`config.mk`:
```
export PLATFORM = sky130hd
export DESIGN_NAME = conv_engine
export DESIGN_NICKNAME = d
export VERILOG_FILES = /design/src/rtl/conv_pkg.sv /design/src/rtl/conv_engine_mac.sv /design/src/rtl/conv_engine.sv
export SDC_FILE = /design/constraint.sdc
export NUM_CORES = 1
export LEC_CHECK = 0
export CORE_ASPECT_RATIO = 1.2
export CORE_MARGIN = 1
export CORE_UTILIZATION = 50
export DETAILED_ROUTE_END_ITERATION = 8
export PLACE_DENSITY = 0.66
export SLEW_MARGIN = 20
export SYNTH_ARGS = -nofsm -noshare
export SYNTH_HDL_FRONTEND = slang
export SYNTH_HIERARCHICAL = 1
export SYNTH_SLANG_ARGS = --single-unit
```
`constraint.sdc`:
```
create_clock -name clk -period 9.2 [get_ports clk]
set_clock_uncertainty 0.2 [all_clocks]
set_input_delay 1.84 -clock clk [delete_from_list [all_inputs] [get_ports clk]]
set_output_delay 1.84 -clock clk [all_outputs]
set_load 0.1 [all_outputs]
```
`src/rtl/conv_pkg.sv`:
```
// Shared types and helpers for the conv_engine convolution slice.
// Array typedefs describe the default tile geometry; the engine sizes its own storage from its parameters.
package conv_pkg;

  typedef enum logic [2:0] {
    IDLE  = 3'd0,
    LOAD  = 3'd1,
    DRAIN = 3'd2,
    MAC   = 3'd3,
    OUT   = 3'd4,
    FIN   = 3'd5
  } conv_state_t;

  localparam int DEF_WIDTH     = 8;
  localparam int DEF_N_ROWS    = 8;
  localparam int DEF_N_COLUMNS = 8;
  localparam int DEF_K         = 3;

  // Wide enough for K*K full-precision products, so the sum can never overflow.
  function automatic int acc_width(input int width, input int k);
    return 2 * width + $clog2(k * k);
  endfunction

  typedef logic signed [DEF_WIDTH-1:0] kern_arr_t [DEF_K][DEF_K];
  typedef logic signed [DEF_WIDTH-1:0] img_arr_t  [DEF_N_ROWS][DEF_N_COLUMNS];

endpackage

```
`src/rtl/conv_engine_mac.sv`:
```
// Signed multiply-accumulate: clr loads the first product, later enabled cycles add to it.
module mac_unit #(
  parameter int WIDTH     = 8,
  parameter int ACC_WIDTH = 20
) (
  input  logic                        clk,
  input  logic                        rst,
  input  logic                        clr,
  input  logic                        en,
  input  logic signed [WIDTH-1:0]     a,
  input  logic signed [WIDTH-1:0]     b,
  output logic signed [ACC_WIDTH-1:0] acc
);

  logic signed [2*WIDTH-1:0]   prod;
  logic signed [ACC_WIDTH-1:0] prod_ext;
  logic signed [ACC_WIDTH-1:0] acc_q;
  logic signed [ACC_WIDTH-1:0] acc_d;

  assign prod     = a * b;
  assign prod_ext = ACC_WIDTH'(prod);

  always_comb begin
    acc_d = acc_q;
    if (en) acc_d = clr ? prod_ext : acc_q + prod_ext;
  end

  always_ff @(posedge clk or negedge rst) begin
    if (!rst) acc_q <= '0;
    else      acc_q <= acc_d;
  end

  assign acc = acc_q;

endmodule

```
`src/rtl/conv_engine.sv`:
```
// Single-channel valid-only 2D convolution: loads a KxK kernel and an image tile from memory,
// then streams one MAC-computed pixel per valid/ready handshake (transfer when out_valid & out_ready at clk).
module conv_engine import conv_pkg::*; #(
  parameter int WIDTH      = 8,
  parameter int N_ROWS     = 8,
  parameter int N_COLUMNS  = 8,
  parameter int K          = 3,
  parameter int ADDR_WIDTH = 10,
  parameter int ACC_WIDTH  = acc_width(WIDTH, K)
) (
  input  logic                          clk,
  input  logic                          rst,
  input  logic                          start,
  input  logic [ADDR_WIDTH-1:0]         base_addr,
  output logic                          mem_rd_en,
  output logic [ADDR_WIDTH-1:0]         mem_addr,
  input  logic [WIDTH-1:0]              mem_rd_data,
  output logic                          out_valid,
  input  logic                          out_ready,
  output logic [ACC_WIDTH-1:0]          out_data,
  output logic [$clog2(N_ROWS)-1:0]     out_row,
  output logic [$clog2(N_COLUMNS)-1:0]  out_col,
  output logic                          out_last,
  output logic                          busy,
  output logic                          done,
  output conv_state_t                   dbg_state
);

  localparam int RW     = $clog2(N_ROWS);
  localparam int CW     = $clog2(N_COLUMNS);
  localparam int KW     = (K > 1) ? $clog2(K) : 1;
  localparam int NREADS = K * K + N_ROWS * N_COLUMNS;
  localparam int CNT_W  = $clog2(NREADS + 1);

  conv_state_t             state_q;
  logic [ADDR_WIDTH-1:0]   addr_q;
  logic [CNT_W-1:0]        rd_cnt_q;
  logic                    rd_en_q, rd_vld_q, ld_img_q;
  logic [RW-1:0]           ld_i_q, r_q, win_r;
  logic [CW-1:0]           ld_j_q, c_q, win_c;
  logic [KW-1:0]           i_q, j_q;
  logic                    out_valid_q, out_last_q, busy_q, done_q;
  logic signed [WIDTH-1:0] kern_q [K][K];
  logic signed [WIDTH-1:0] img_q  [N_ROWS][N_COLUMNS];
  logic signed [ACC_WIDTH-1:0] acc;

  assign win_r = r_q + RW'(i_q);
  assign win_c = c_q + CW'(j_q);

  // Read data lags its strobe by one cycle, so capture is driven by the delayed strobe rd_vld_q.
  always_ff @(posedge clk or negedge rst) begin
    if (!rst) begin
      for (int a = 0; a < K; a++)
        for (int b = 0; b < K; b++) kern_q[a][b] <= '0;
      for (int a = 0; a < N_ROWS; a++)
        for (int b = 0; b < N_COLUMNS; b++) img_q[a][b] <= '0;
    end else if (rd_vld_q) begin
      if (!ld_img_q) kern_q[i_q][j_q] <= mem_rd_data;
      else           img_q[ld_i_q][ld_j_q] <= mem_rd_data;
    end
  end

  always_ff @(posedge clk or negedge rst) begin
    if (!rst) begin
      state_q <= IDLE;  addr_q <= '0;  rd_cnt_q <= '0;
      rd_en_q <= 1'b0;  rd_vld_q <= 1'b0;  ld_img_q <= 1'b0;
      ld_i_q <= '0;  ld_j_q <= '0;  r_q <= '0;  c_q <= '0;  i_q <= '0;  j_q <= '0;
      out_valid_q <= 1'b0;  out_last_q <= 1'b0;  busy_q <= 1'b0;  done_q <= 1'b0;
    end else begin
      rd_vld_q <= rd_en_q;
      // i_q/j_q walk the kernel during the load, then index the window during MAC.
      if (rd_vld_q) begin
        if (!ld_img_q) begin
          if (j_q == KW'(K-1)) begin
            j_q <= '0;
            if (i_q == KW'(K-1)) begin i_q <= '0; ld_img_q <= 1'b1; end
            else i_q <= i_q + 1'b1;
          end else j_q <= j_q + 1'b1;
        end else begin
          if (ld_j_q == CW'(N_COLUMNS-1)) begin
            ld_j_q <= '0;
            ld_i_q <= (ld_i_q == RW'(N_ROWS-1)) ? '0 : ld_i_q + 1'b1;
          end else ld_j_q <= ld_j_q + 1'b1;
        end
      end
      case (state_q)
        IDLE: if (start) begin
          addr_q <= base_addr;  rd_cnt_q <= '0;  rd_en_q <= 1'b1;  busy_q <= 1'b1;
          ld_img_q <= 1'b0;  ld_i_q <= '0;  ld_j_q <= '0;
          i_q <= '0;  j_q <= '0;  r_q <= '0;  c_q <= '0;
          state_q <= LOAD;
        end
        LOAD: begin
          addr_q   <= addr_q + 1'b1;
          rd_cnt_q <= rd_cnt_q + 1'b1;
          if (rd_cnt_q == CNT_W'(NREADS-1)) begin
            rd_en_q <= 1'b0;
            state_q <= DRAIN;
          end
        end
        DRAIN: state_q <= MAC;
        MAC: begin
          if (j_q == KW'(K-1)) begin
            j_q <= '0;
            if (i_q == KW'(K-1)) begin
              i_q <= '0;
              out_valid_q <= 1'b1;
              out_last_q  <= (r_q == RW'(N_ROWS-K)) && (c_q == CW'(N_COLUMNS-K));
              state_q     <= OUT;
            end else i_q <= i_q + 1'b1;
          end else j_q <= j_q + 1'b1;
        end
        OUT: if (out_ready) begin
          out_valid_q <= 1'b0;
          out_last_q  <= 1'b0;
          state_q     <= MAC;
          if (c_q == CW'(N_COLUMNS-K)) begin
            c_q <= '0;
            if (r_q == RW'(N_ROWS-K)) begin
              r_q <= '0;  busy_q <= 1'b0;  done_q <= 1'b1;  state_q <= FIN;
            end else r_q <= r_q + 1'b1;
          end else c_q <= c_q + 1'b1;
        end
        FIN: begin
          done_q  <= 1'b0;
          state_q <= IDLE;
        end
        default: state_q <= IDLE;
      endcase
    end
  end

  mac_unit #(.WIDTH(WIDTH), .ACC_WIDTH(ACC_WIDTH)) u_mac (
    .clk (clk),
    .rst (rst),
    .clr ((state_q == MAC) && (i_q == '0) && (j_q == '0)),
    .en  (state_q == MAC),
    .a   (kern_q[i_q][j_q]),
    .b   (img_q[win_r][win_c]),
    .acc (acc)
  );

  assign mem_rd_en = rd_en_q;
  assign mem_addr  = addr_q;
  assign out_valid = out_valid_q;
  assign out_data  = acc;
  assign out_row   = r_q;
  assign out_col   = c_q;
  assign out_last  = out_last_q;
  assign busy      = busy_q;
  assign done      = done_q;
  assign dbg_state = state_q;

endmodule

```
==> metrics.md, run 1 <==
| Metric | Value |
|---|---|
| CP startpoint kind | register |
| Post-Synthesis Cell Area | roughly 34000 sq um |
| Cells after Synth | 2648 |
| Max-Cap Viols | 0 |
| Main synth FF type | dfrtp_1 |
| Dpl hpwl | around 56 mm |
| Clock transition at path regs | about 60 ps |
| WL/cell | between 20 and 25 microns |
| I/O pin count | 66 |
| RSZ-0062 raised after global routing | no |
| Slew HR | between 20% and 30% |
| First-pass GRT wire length | between 100 and 150 mm |
| Core area | approximately 66000 sq um |
| Drt first pass iters | 6 |
| Hold Vio Cnt, Final | 0 |
| Starting Density | about half |
| Critical Path AT | between 9000 and 10000 ps |
| Number of I/O port buffers | 65 |
| Drt drc | 0 |
| Final setup viols | 0 |
| Cts bufs inserted | between 60 and 70 |
| Slowest cell on crit path | fa_4 |
| Clock root buffer | clkbuf_16 |
| Share of cells above drive strength 1 | 33.1% |
| Worst Path Max Fanout | 23 |
| Mapped Nets | around 2800 |
| Worst-Skew Late Latency | around 600 ps |
| Crit path capture type | register |
| Slowest cell delay on critical path | between 800 and 900 ps |
| CTS tree | done |
| Worst-Margin Slew | 1100 ps |
| Post-synth ARST share | between 90% and 100% |
| Synth Area per Inst | roughly 13 sq um |
| Final wirelength | around 84 mm |
| Clk buf depth | 3 |
| Period utilization | between 90% and 100% |
| Gpl congestion | 0.881 |
| Setup_tns | 0 ps |
| Synth warnings | 6 |
| DIE WIDTH | about 240 microns |
| Register bit total from synthesis | 647 |
| Post-DRT Antenna Nets | 0 |
| Largest net degree at the start of global routing | 187 |
| Req. time, crit path | 9530 ps |
| Final-stage net count | approximately 2800 |
| Initial antenna violation count | 1 |
| Inst Count DP | between 3000 and 4000 |
| Row Count | around 100 |
| CTS H-tree lvls | 3 |
| Drt via density | just under 6 |
| Worst hold path type | register to register |
| Fmax | between 100 and 150 MHz |
| Setup CP Type | register to register |
| Clk sinks | around 650 |
| Sequential share of the synthesized area | about 48% |
| DR iter-0 viols | around 1400 |
| Placed cell areas | 35300 sq um |
| Fin cells | roughly 3600 |
| CTS Hold Bufs | 0 |
| Total die area | between 60000 and 70000 sq um |
| Final cell area excluding filler cells | 37600 sq um |
| Netlist cell types | between 70 and 80 |
| Post-synth EDFFs | 0 |
| Fin. max-slew vios | 0 |
| Remaining global-route overflow | 0 |
| Fillcell total | 5335 |
| Gr usage total | approximately a quarter |
| Status | finished clean |
| DIE HEIGHT | between 200 and 300 microns |
| Area growth, synth to finish | 12.1% |
| Antenna diode count | 0 |
| Minimum clock period | roughly 9000 ps |
| Total number of vias | roughly 22000 |
| Number of global-route vias before repair | between 20000 and 25000 |
==> worst paths after layout <==
path | startpoint | endpoint | slack, ps | cells after the start
setup / recovery | out_row[0]$_DFFE_PN0P_ | u_mac/acc[19]$_DFFE_PN0P_ | 360 | 34
hold / removal | mem_rd_en$_DFFE_PN0P_ | rd_vld_q$_DFF_PN0_ | 250 | 0
min in group asynchronous | rst | mem_addr[7]$_DFFE_PN0P_ | 1050 | 1
max in group asynchronous | rst | img_q[29]$_DFFE_PN0P_ | 5610 | 3
setup reg to reg | out_row[0]$_DFFE_PN0P_ | u_mac/acc[19]$_DFFE_PN0P_ | 360 | 34
hold reg to reg | mem_rd_en$_DFFE_PN0P_ | rd_vld_q$_DFF_PN0_ | 250 | 0
==> cell families after synthesis <==
kind of cell | Yosys count | synth area share, %
AOI/OAI and AO/OA | 266 | 5.21
xor gates and xnor gates | 32 | 0.858
adders and majority gates | 118 | 5.70
buffers and inverters | 268 | 3.28
DFF | 647 | 48.3
muxes | 760 | 28.8
and+or+nand+nor | 557 | 7.85
==> synthesized netlist by cell type (all sizes together), types with 6 or more instances <==
master	n	area [sq um]
a21o	11	83.8
buf	59	315
clkbuf	104	390
nand3	60	300
nor3	22	136
a221oi	15	138
a22oi	7	52.6
and3	11	68.8
o21ai	51	255
nand4	16	100
dfrtp	647	16200
o22ai	28	175
o211ai	17	133
xnor2	23	209
nor2b	25	156
mux2	590	6640
a221o	6	60.1
mux2i	67	671
fa	58	1160
mux4	103	2360
nand2	213	805
or2	6	37.5
ha	60	751
a31oi	20	125
a21oi	68	344
and2	54	338
xor2	9	78.8
inv	105	394
nor2	117	449
nand2b	14	87.6
==> routing by layer <==
| metal | vias up | routed length [microns] | GRT usage [%] |
|---|---|---|---|
| li1 | 9586 | - | - |
| met1 | 11300 | 34800 | 32.5 |
| met2 | 541 | 42500 | 43.3 |
| met3 | 144 | 4110 | 3.52 |
| met4 | 0 | 2760 | 9.44 |
| met5 | - | 0 | 0 |
==> flip-flops by register name (all words and copies together) (netlist names), 7 cells and up <==
register and cells:
img_q 512, mem_addr 10, rd_cnt_q 7, kern_q 72, u_mac/acc 20
==> layout make-up <==
| class | count | area, sq um | area share (%) |
|---|---|---|---|
| Clock buffer | 97 | 1920 | 5.11 |
| Multi-Input combinational cell | 1733 | 16400 | 43.6 |
| Clock inverter | 20 | 188 | 0.499 |
| Sequential cell | 647 | 16200 | 43.1 |
| Timing Repair Buffer | 144 | 1410 | 3.74 |
| Tap cell | 892 | 1120 | 2.97 |
| Inverter | 105 | 394 | 1.05 |
==> critical path: cells and delay by family, from the launching register on <==
family | cells | cell delay (ps)
AND/OR/NAND/NOR | 7 | 1250
buffers and inverters | 8 | 1090
multiplexers | 1 | 150
adder cells (fa/ha/maj) | 8 | 3580
AO/OA/AOI/OAI | 9 | 1830
XOR/XNOR | 1 | 220
flip-flops | 1 | 410
==> through the flow <==
stage / util, % / hold slack, ps / worst slack (ps)
floorplan: - / 258 / 389
global placement: 53.3 / 245 / 202
detailed placement: 53.3 / 248 / 124
CTS: 56.5 / 267 / 45.0
global route: 56.9 / 285 / 2.30
finish: 56.9 / 251 / 363
==> cell usage in the layout (no fill, tap or decap), types with 65 or more instances in the layout <==
master	count
buf_4	65
a21oi_1	65
mux4_2	92
inv_1	104
dfrtp_1	646
nand2_1	211
mux2i_1	67
mux2_2	589
nor2_1	113
clkbuf_16	71
==> what timing repair did <==
| item | in CTS | in global routing |
|---|---|---|
| buffers inserted | 0 | 4 |
| gates resized for setup | 0 | 16 |
| endpoints found under the setup margin | 0 | 7 |
| endpoints found under the hold margin | 0 | 0 |
Power of run 1 is not shown: default switching activity piles up to over one toggle a cycle in this logic, so the estimate is an artifact.
==> run 2, diff against run 1 <==
--- a/config.mk
+++ b/config.mk
@@ -9,7 +9,7 @@
 export CORE_MARGIN = 1
 export CORE_UTILIZATION = 50
 export DETAILED_ROUTE_END_ITERATION = 8
-export PLACE_DENSITY = 0.66
+export PLACE_DENSITY = 0.69
 export SLEW_MARGIN = 20
 export SYNTH_ARGS = -nofsm -noshare
 export SYNTH_HDL_FRONTEND = slang
==> constraint.sdc (replaced) <==
create_clock -name clk -period 8.1 [get_ports clk]
set_clock_uncertainty 0.2 [all_clocks]
set_input_delay 1.62 -clock clk [delete_from_list [all_inputs] [get_ports clk]]
set_output_delay 1.62 -clock clk [all_outputs]
set_load 0.1 [all_outputs]
==> metrics.md, run 2 (synthesis gave the netlist of run 1 again) <==
| Metric | Value |
|---|---|
| Final wirelength | 87.9 mm (+4.4%) |
| Remaining global-route overflow | 0 (unchanged) |
| Reg with most FFs | img_q |
| Core area | 66100 sq um (unchanged) |
| Worst hold path type | register to register |
| Slew HR | 23.7% (-2.5 points) |
| Cts bufs inserted | 67 (-1.5%) |
| Minimum clock period | 8480 ps (-355 ps) |
| RSZ-0062 raised after global routing | yes |
| Worst-Margin Slew | 1140 ps (+38.0 ps) |
| Final-stage net count | 3016 (+6.2%) |
| Clock transition at path regs | 60 ps (about the same) |
| Slowest cell on crit path | fa_4 |
| Final setup viols | 9 (+9) |
| Req. time, crit path | 8420 ps (-1110 ps) |
| Critical Path AT | 8800 ps (-370 ps) |
| Max reg flops | 512 (unchanged) |
| Fin. max-slew vios | 0 (unchanged) |
| Initial antenna violation count | 1 (unchanged) |
| Total die area | 68100 sq um (unchanged) |
| WL/cell | 23.0 microns (-0.48%) |
| Commonest non-fill, non-tap cells in the layout | dfrtp_1, mux2_2, nand2_1 |
| Status | finished with violations |
| Hold Vio Cnt, Final | 0 (unchanged) |
| Starting Density | 50.7% (unchanged) |
| CP startpoint kind | register |
| Finished Core Util | 60.6% (+3.7 points) |
| Largest net degree at the start of global routing | 187 (unchanged) |
| Drt via density | 5.94 (+0.13%) |
| Max-Cap Viols | 0 (unchanged) |
| Gpl congestion | 0.916 (+4.0%) |
| I/O pin count | 66 (unchanged) |
| Share of cells above drive strength 1 | 40.8% (+7.7 points) |
| Row Count | 103 (unchanged) |
| Commonest non-fill, non-tap cell in the layout | dfrtp_1 |
| Number of I/O port buffers | 65 (unchanged) |
| Worst-Skew Late Latency | 620 ps (+20 ps) |
| Post-DRT Antenna Nets | 0 (unchanged) |
| R2r startpoint | out_row[0]$_DFFE_PN0P_ |
| Clock root buffer | clkbuf_16 |
| Fin worst setup slack | -381 ps (-745 ps) |
| Setup CP Type | register to register |
| CTS tree | done |
| Number of global-route vias before repair | 24300 (+6.2%) |
| Clk buf depth | 3 (unchanged) |
| Period utilization | 105% (+8.7 points) |
| First-pass GRT wire length | 139 mm (+4.5%) |
| Crit path capture type | register |
| Drt drc | 0 (unchanged) |
| Total number of vias | 22700 (+5.0%) |
| Fmax | 118 MHz (+4.2%) |
| Area growth, synth to finish | 19.4% |
| Launch point of the worst path | out_row[0]$_DFFE_PN0P_ |
| Drt first pass iters | 5 (-1) |
| Clk sinks | 647 (unchanged) |
| Slowest cell delay on critical path | 650 ps (-180 ps) |
| CTS H-tree lvls | 3 (unchanged) |
| Crit path top cell by count | fa_1 |
| CTS Hold Bufs | 0 (unchanged) |
| Worst Path Max Fanout | 7 (-70%) |
| DIE HEIGHT | 286 microns (unchanged) |
| Setup_tns | -2340 ps (-2340 ps) |
| DIE WIDTH | 238 microns (unchanged) |
| Failing checks | negative setup slack |
| DR iter-0 viols | 1582 (+9.3%) |
| Gr usage total | 26.3% (+1.0 points) |
| Dpl hpwl | 57.6 mm (+2.2%) |
| Hold Crit Start | mem_rd_en$_DFFE_PN0P_ |
| Antenna diode count | 0 (unchanged) |
## run 2: cell count changes in the layout (fill, tap and decap cells not counted), moves of 8 or more
| cell | delta |
|---|---|
| a21oi_1 | -8 |
| buf_12 | +16 |
| buf_4 | +134 |
| buf_6 | +24 |
| ha_1 | -10 |
| ha_4 | +10 |
| inv_1 | -13 |
| inv_2 | +13 |
| o22ai_1 | -9 |
## run 2: metrics by stage
step / std cells / hold WS, ps / area (sq um) / worst slack, ps
2_1_floorplan: 2648 / 258 / 33600 / 12.2
4_1_cts: 3789 / 264 / 39400 / -271
5_1_grt: 3815 / 281 / 40100 / -630
3_5_place_dp: 3649 / 242 / 36400 / -578
3_3_place_gp: 3649 / 244 / 36400 / -350
6_report: 3815 / 258 / 40100 / -381
## run 2: final cells by class
cell class | instances | area, sq um
clock buffer | 93 | 1940
clock inverter | 23 | 277
fill | 5077 | 26100
inverter | 105 | 394
multi-input combinational | 1733 | 17000
sequential | 647 | 16200
tap | 892 | 1120
timing repair buffer | 322 | 3110
## run 2: worst max-delay path, delay by kind of cell, from the launching register on
| family | cells | cell delay, ps |
|---|---|---|
| buf+inv | 10 | 1090 |
| flops | 1 | 490 |
| compound gates | 11 | 2350 |
| mux | 2 | 410 |
| xor+xnor | 1 | 140 |
| fa+ha+maj | 8 | 3370 |
| simple gates | 3 | 300 |
## run 2: worst paths after layout
check / to / slack (ps) / cells after the start
setup / recovery: u_mac/acc[18]$_DFFE_PN0P_ / -380 / 35
hold / removal: rd_vld_q$_DFF_PN0_ / 260 / 0
setup reg to reg: u_mac/acc[18]$_DFFE_PN0P_ / -380 / 35
hold reg to reg: rd_vld_q$_DFF_PN0_ / 260 / 0
max in group asynchronous: img_q[411]$_DFFE_PN0P_ / 5270 / 3
min in group asynchronous: rd_cnt_q[5]$_DFFE_PN0P_ / 670 / 1
## run 2: per-layer routing
metal  wire length (microns)  GRT usage, %
met1                   35300          33.1
met2                   44100          44.6
met3                    4610          3.81
met4                    3790          12.4
met5                       0             0
## run 2: repair_timing
item	4_1_cts	5_1_grt
setup buffers	25	29
gates resized for setup	95	81
pin swaps	68	61
setup endpoints to repair	10	10
cloned	4	1
Power of run 2 is left out for the same reason.
